$ cat config.mk
export PLATFORM = sky130hd
export DESIGN_NAME = bus_arbiter
export DESIGN_NICKNAME = d
export VERILOG_FILES = /design/src/rtl/bus_arbiter.sv
export SDC_FILE = /design/constraint.sdc
export NUM_CORES = 1
export LEC_CHECK = 0
export CAP_MARGIN = 20
export CORE_AREA = 2 2 39 41
export DETAILED_ROUTE_END_ITERATION = 12
export DIE_AREA = 0 0 41 43
export GPL_TIMING_DRIVEN = 0
export PLACE_DENSITY = 0.59
export SLEW_MARGIN = 20
export SYNTH_ARGS = -nofsm -noshare
export SYNTH_HDL_FRONTEND = slang
export SYNTH_SLANG_ARGS = --single-unit
$ cat constraint.sdc
create_clock -name clk -period 1.2 [get_ports clk]
set_clock_uncertainty 0.1 [all_clocks]
set_input_delay 0.24 -clock clk [delete_from_list [all_inputs] [get_ports clk]]
set_output_delay 0.24 -clock clk [all_outputs]
set_load 0.02 [all_outputs]
$ cat src/rtl/bus_arbiter.sv
// bus_arbiter: round-robin arbiter sharing one system bus between NUM_MASTERS
// masters. It issues a registered one-hot grant and a registered mux select.
// Ownership never moves while a transfer is outstanding (valid=1, ready=0).
// Every hand-off inserts exactly one dead cycle with all grants low.
// Optional feature macro: BUS_ARB_TIMEOUT_EN. When it is defined, an owner
// that holds the bus without transferring for TIMEOUT_CYCLES grant cycles is
// revoked, and timeout_irq pulses for one cycle.
module bus_arbiter #(
  parameter int NUM_MASTERS    = 2,
  parameter int SEL_W          = 1,
  parameter int TIMEOUT_CYCLES = 16
) (
  input  logic                   clk,
  input  logic                   rst,
  input  logic [NUM_MASTERS-1:0] breq,
  output logic [NUM_MASTERS-1:0] bgrant,
  output logic [SEL_W-1:0]       msel,
  input  logic                   valid,
  input  logic                   ready,
  output logic                   bus_busy,
  output logic                   timeout_irq
);

  typedef enum logic [1:0] {
    ST_IDLE     = 2'd0,
    ST_GRANT    = 2'd1,
    ST_HANDOVER = 2'd2
  } state_e;

  // Pointer reset value makes master 0 win the first contention.
  localparam logic [SEL_W-1:0] PTR_RST = SEL_W'(NUM_MASTERS - 1);

  state_e                 state_q, state_d;
  logic [NUM_MASTERS-1:0] bgrant_q, bgrant_d;
  logic [SEL_W-1:0]       msel_q, msel_d;
  logic [SEL_W-1:0]       rr_ptr_q, rr_ptr_d;
  logic [SEL_W-1:0]       win_idx;
  logic [SEL_W-1:0]       cand;
  logic                   win_found;
  logic                   outstanding;
  logic                   owner_keeps;
  logic                   force_revoke;
  logic                   irq_d;

  // A transfer is pending until the cycle it sees ready.
  assign outstanding = valid && !ready;
  // msel_q holds the owner index while in GRANT.
  assign owner_keeps = breq[msel_q] || outstanding;

  // Round-robin pick: first requester after rr_ptr, wrapping modulo NUM_MASTERS.
  always_comb begin
    win_found = 1'b0;
    win_idx   = '0;
    cand      = '0;
    for (int k = 1; k <= NUM_MASTERS; k++) begin
      cand = SEL_W'((int'(rr_ptr_q) + k) % NUM_MASTERS);
      if (!win_found && breq[cand]) begin
        win_found = 1'b1;
        win_idx   = cand;
      end
    end
  end

  // Next-state logic: arbitrate in IDLE/HANDOVER, hold or release in GRANT.
  always_comb begin
    state_d  = state_q;
    bgrant_d = bgrant_q;
    msel_d   = msel_q;
    rr_ptr_d = rr_ptr_q;
    irq_d    = 1'b0;
    case (state_q)
      ST_GRANT: begin
        if (!owner_keeps || force_revoke) begin
          state_d  = ST_HANDOVER;
          bgrant_d = '0;
          rr_ptr_d = msel_q;
          // Only a revoke that overrides a still-holding owner is reported.
          irq_d    = owner_keeps;
        end
      end
      default: begin
        // IDLE and HANDOVER arbitrate identically.
        bgrant_d = '0;
        if (win_found) begin
          state_d           = ST_GRANT;
          bgrant_d[win_idx] = 1'b1;
          msel_d            = win_idx;
        end else begin
          state_d = ST_IDLE;
        end
      end
    endcase
  end

  // State, grant, select and pointer registers.
  always_ff @(posedge clk or posedge rst) begin
    if (rst) begin
      state_q  <= ST_IDLE;
      bgrant_q <= '0;
      msel_q   <= '0;
      rr_ptr_q <= PTR_RST;
    end else begin
      state_q  <= state_d;
      bgrant_q <= bgrant_d;
      msel_q   <= msel_d;
      rr_ptr_q <= rr_ptr_d;
    end
  end

`ifdef BUS_ARB_TIMEOUT_EN
  localparam logic [7:0] HOLD_LIMIT = 8'(TIMEOUT_CYCLES - 1);

  logic [7:0] hold_cnt_q, hold_cnt_d;
  logic       timeout_irq_q;

  // A write in flight is never cut off; the revoke waits for valid=0.
  assign force_revoke = (hold_cnt_q >= HOLD_LIMIT) && !valid;

  // Hold counter: clears on GRANT entry and on every completed transfer; saturates at the limit.
  always_comb begin
    hold_cnt_d = '0;
    if (state_q == ST_GRANT && state_d == ST_GRANT) begin
      if (valid && ready) begin
        hold_cnt_d = '0;
      end else if (hold_cnt_q < HOLD_LIMIT) begin
        hold_cnt_d = hold_cnt_q + 8'd1;
      end else begin
        hold_cnt_d = hold_cnt_q;
      end
    end
  end

  // Hold counter and one-cycle revoke pulse registers.
  always_ff @(posedge clk or posedge rst) begin
    if (rst) begin
      hold_cnt_q    <= '0;
      timeout_irq_q <= 1'b0;
    end else begin
      hold_cnt_q    <= hold_cnt_d;
      timeout_irq_q <= irq_d;
    end
  end

  assign timeout_irq = timeout_irq_q;
`else
  logic unused_timeout_cfg;

  assign unused_timeout_cfg = (TIMEOUT_CYCLES > 1) ^ irq_d;
  assign force_revoke       = 1'b0;
  assign timeout_irq        = 1'b0;
`endif

  assign bgrant   = bgrant_q;
  assign msel     = msel_q;
  assign bus_busy = (state_q != ST_IDLE);

endmodule
# Word level (Yosys, flattened, before mapping)
# Cells that the tools add are included.
# W data, S select, Z words.
# op_classes
addsub	2
magnitude_cmp	5
eq_ne	2
mux	18
n_bitwise	2
reduce_logical	9
# ops
operator	n
$mux W1	12
$mux W2	5
$lt A1 B2 Y1 const B	4
$reduce_and A2 Y1	2
$logic_and A1 B1 Y1	3
$add A1 B1 Y1 const B	2
$eq A2 B1 Y1 const B	1
$logic_not A1 Y1	2
$ne A2 B2 Y1 const B	1
$not A1 Y1	2
$reduce_bool A2 Y1	1
$demux W1 S1	1
$ge A1 B1 Y1 const B	1
$logic_or A1 B1 Y1	1
# totals
register_bits	6
out_inout_bits	5
word_cells	42

# Depth between registers and ports, before layout
# depth
depth_word	13
mapped_depth	3
mapped_depth_nobuf	3

# Worst setup path before layout
# OpenSTA, ideal clock, no wires.
# synth_path
path_kind	reg-to-reg
start	reg msel_q (netlist: msel)
end	reg rr_ptr_q
arrival_ps	1164
required_time_ps	1018
slack_ps	-147
stages_incl_launch_ff	4
path_buffers	0
synth_period_minus_slack_ps	1347
cell_sequence	dfrtp_1 > mux2i_2 > nand3_2 > mux2_4
# synth_via
elab_chain_len	5
# synth_lines
item	line_no	text
from (decl)	35	logic [SEL_W-1:0] msel_q, msel_d;
from (signal assigned)	105	msel_q <= msel_d;
$mux W1 (not written as such) (2 in series)	48	assign owner_keeps = breq[msel_q] || outstanding;
$logic_or A1 B1 Y1	48	
$not A1 Y1 (no line)	n/a	
$reduce_and A2 Y1 (no line)	n/a	
to (signal assigned)	106	rr_ptr_q <= rr_ptr_d;
to (decl)	36	logic [SEL_W-1:0] rr_ptr_q, rr_ptr_d;
# Several ways; a longest one is shown, not always the timed one. The select of a mux whose other input is x is not followed.
# A chain may end at the register's enable or synchronous reset.

# Final worst setup path
# layout_path
start	reg state_q[0]
end	out bus_busy
# layout_via
elab_chain_len	1
# layout_lines
item	line_no	text
from (decl)	33	state_e state_q, state_d;
from (signal assigned)	103	state_q <= state_d;
$reduce_bool A2 Y1	155	assign bus_busy = (state_q != ST_IDLE);
to (decl)	20	output logic bus_busy,
# Every way passes these cells.

==> impl_summary.md <==
Run status
The run finished, with violations left. The checks that failed: negative setup slack.

Global routing
The final global-route overflow total is 0. The number of antenna violations at the first check in global routing came to 0. The first global-routing pass estimated ~900 um of wire. The number of global-route vias before repair was 230. Entering global routing, the biggest net connects 7 pins. The global-route total usage across every layer is 8.22%.

Setup path
Counting both buffers and inverters, the worst setup path holds a total of 1. The startpoint class of the critical path is a flop. The critical path is of the reg2out type. The minimum setup slack among reg-to-reg paths is -100 ps. The maximum fanout along the worst path is 3. STA classifies the critical path endpoint as an output pin. The depth of the worst register-to-register path is 3.

The largest stage delay on the critical path is ~380 ps. The endpoint required time on the critical path is 860 ps. The startpoint identified for the worst register-to-register timing path is msel$_DFFE_PP0P_. In this run the critical register-to-register path is captured at rr_ptr_q$_DFFE_PP1P_. The critical path goes through or2_4 > buf_6. The data arrival time of the critical path is approximately 990 ps.

The cell family contributing the most delay on the critical path is flip-flops. The slowest stage of the critical path belongs to the cell sky130_fd_sc_hd__dfrtp_1.

Synthesis
The register area share after synthesis is 51.3%. The fraction of synthesis flops using an asynchronous set or reset pin is 100%. The synthesized netlist contains 18 unique library cells. The average instance in the mapped netlist occupies 11.4 um^2. After technology mapping, the gate count stands at 26. The number of enable flip-flop cells after synthesis is 0.

Summing every instance area after synthesis gives 295 um^2. The yosys synthesis warning count is 0. By instance count, the leading cell after synthesis is sky130_fd_sc_hd__dfrtp_1. The top cell type's share of synthesized area is 42.4%. For this run, the leading register cell type out of synthesis is sky130_fd_sc_hd__dfrtp_1. The cell type contributing the most total cell area after synthesis is sky130_fd_sc_hd__dfrtp_1. The number of nets handed over by synthesis was 32. Yosys attributes the largest share of cell area to sky130_fd_sc_hd__dfrtp_1 42%, sky130_fd_sc_hd__dfstp_2 8.9%, sky130_fd_sc_hd__nand2b_1 6.4%.

By count the netlist is led by 5 x sky130_fd_sc_hd__dfrtp_1, 3 x sky130_fd_sc_hd__nand2b_1, 2 x sky130_fd_sc_hd__a21oi_1, 2 x sky130_fd_sc_hd__inv_1. The synthesized design contains 6 register bits.

Floorplan
The total I/O pin count is 11. The floorplan step defined a die boundary enclosing approximately 0.0018 mm^2. The initial utilization of the core area, before any placement, comes to a little over a fifth. Measured along the x axis, the die boundary spans 41 um. In this run the core area contains 14 standard-cell rows. The die is 43 um tall. The core area is 0.00138 mm^2.

Detailed routing
The total vias in the final route is 245. The first TritonRoute pass finished after 2 iterations. Using the TritonRoute via totals, the vias-per-cell ratio works out to roughly 4.2. For this run, design rule violations remaining after detail routing come to 0. Once detail routing completed, the nets flagged for antenna violations numbered 0. The final layout contains routed wiring with a total length of 564 um. The first-iteration detailed-routing DRC count is 1. The final routed wire length divided by cell count is 9.72 um.

Final layout
From synthesis to final layout, the design area changed by 53.0%. The count of cells in the finished layout, fillers not included, comes to 58. The net count of the finished layout is 49. The fraction of layout instances using a drive strength above 1 is 50.0%. The repair_antennas step left the layout with diodes totalling 0. Once layout is done, the placed cells without fillers occupy about 450 um^2.

STA
The hold violation total from the final report is 0. The count of pins over their slew limit is 0. Static timing analysis puts the maximum clock frequency at 749 MHz. Counting I/O delays and the setup requirement, the final critical path takes 1330 ps. The share of the cycle needed by the critical path after routing is 111%. Setup repair after global routing could not meet its margin everywhere. The setup TNS is -314 ps. The post-route worst setup slack is -135 ps. The worst hold margin is 102 ps. Setup violations remaining at the end of the flow were counted as 4.

Pwr
The analysis attributes to cell leakage a power of approximately 0.22 nW. The total power per unit cell area is 2610 mW/mm^2. The worst-case IR drop observed on VDD is ~900 uV.

Placed design
During placement, the flow inserted port buffers numbering 9. Routability-driven placement finished with a final weighted congestion of 0.666. The number of cells in the design after placement is a little over 50. In this run the cell area measured after placement is just over 400 um^2. Summed over all nets, the half-perimeter wirelength after detailed placement is 462 um.

Clock tree
The tree is rooted in a sky130_fd_sc_hd__clkbuf_4. In this run the deepest clock path goes through 2 buffers. After clock tree synthesis, the flow added hold-fix buffers numbering 0. The CTS tree is yes. Counting every sink on the clock net gives 6. The number of H-tree levels is 1.

Counting the buffers created by CTS gives 3. The latest clock arrival within the worst-skew pair is 240 ps. The clock transition at the registers of the reported paths is approximately 50 ps.

Run
The number of maximum-capacitance violations is 0.

Hold path
The worst hold path class is in2async.
[state kept, by name, indices dropped and copies added (netlist names)]
name and count:
bgrant 2, state_q 2, msel 1, rr_ptr_q 1
[layout make-up]
type                       count  area [um^2]
fill                         147          932
sequential                     6          153
multi-input combinational     17          131
timing repair buffer          12          106
clock buffer                   4         26.3
tap                           16         20.0
buffer                         1         7.51
inverter                       2         7.51
[kinds of logic (layout without fill, tap and decap cells)]
logic type / Yosys count / count (layout) / share of synthesized area (%)
muxes: 2 / 2 / 9.74
buffers and inverters: 3 / 19 / 5.09
DFF: 6 / 6 / 51.3
and+or+nand+nor: 9 / 9 / 19.5
other: 1 / 1 / 1.27
AOI/OAI and AO/OA: 5 / 5 / 13.1
[stage by stage]
stage               utilization, %  setup WS [ps]  total power [mW]
floorplan                        -          -71.8             0.715
global placement              29.4           -392             0.906
detailed placement            29.4           -404             0.919
CTS                           30.8           -136              1.11
global route                  32.6           -166              1.27
finish                        32.6           -135              1.18
[where the power goes]
part	switching (mW)	internal (mW)	leakage, nW
logic	0.259	0.336	0.133
clock network	0.0712	0.126	0.0150
registers	0.0706	0.315	0.0706
[worst register-to-register path, delay by kind of cell, from the launching register on]
family | cells | cell delay [ps]
DFF | 1 | 400
muxes | 2 | 580
and+or+nand+nor | 1 | 150
[how the worst max path moves through the flow]
stage,from,to,cells past startpoint
after floorplan,msel$_DFFE_PP0P_,rr_ptr_q$_DFFE_PP1P_,3
after global placement,breq[1],rr_ptr_q$_DFFE_PP1P_,4
after detailed placement,breq[1],rr_ptr_q$_DFFE_PP1P_,4
after CTS,state_q[1]$_DFFE_PP0P_,bus_busy,2
after global routing,state_q[0]$_DFFE_PP0P_,bus_busy,2
final,state_q[0]$_DFFE_PP0P_,bus_busy,2
[placed cells by master, fill, tap and decap left out, types with 2 or more instances in the layout]
cell type,instances
sky130_fd_sc_hd__buf_6,3
sky130_fd_sc_hd__clkbuf_4,3
sky130_fd_sc_hd__dlygate4sd2_1,2
sky130_fd_sc_hd__a21oi_1,2
sky130_fd_sc_hd__buf_4,3
sky130_fd_sc_hd__clkdlybuf4s50_1,3
sky130_fd_sc_hd__dfrtp_1,4
sky130_fd_sc_hd__buf_2,2
sky130_fd_sc_hd__nand2b_1,3
[timing repair]
item | 4_1_cts | 5_1_grt
gates resized for setup | 21 | 4
endpoints found under the setup margin | 8 | 7
gates cloned | 0 | 0
buffers inserted | 1 | 3
pin swaps | 3 | 4
[per-layer routing]
metal / vias up / global-route usage (%) / wire length [um]
met5: - / 0 / 0
met4: 0 / 6.00 / 13
met3: 2 / 4.71 / 57
met2: 9 / 10.9 / 271
met1: 116 / 9.30 / 221
li1: 118 / - / -
No activity file was read; power rests on OpenSTA's default activity.
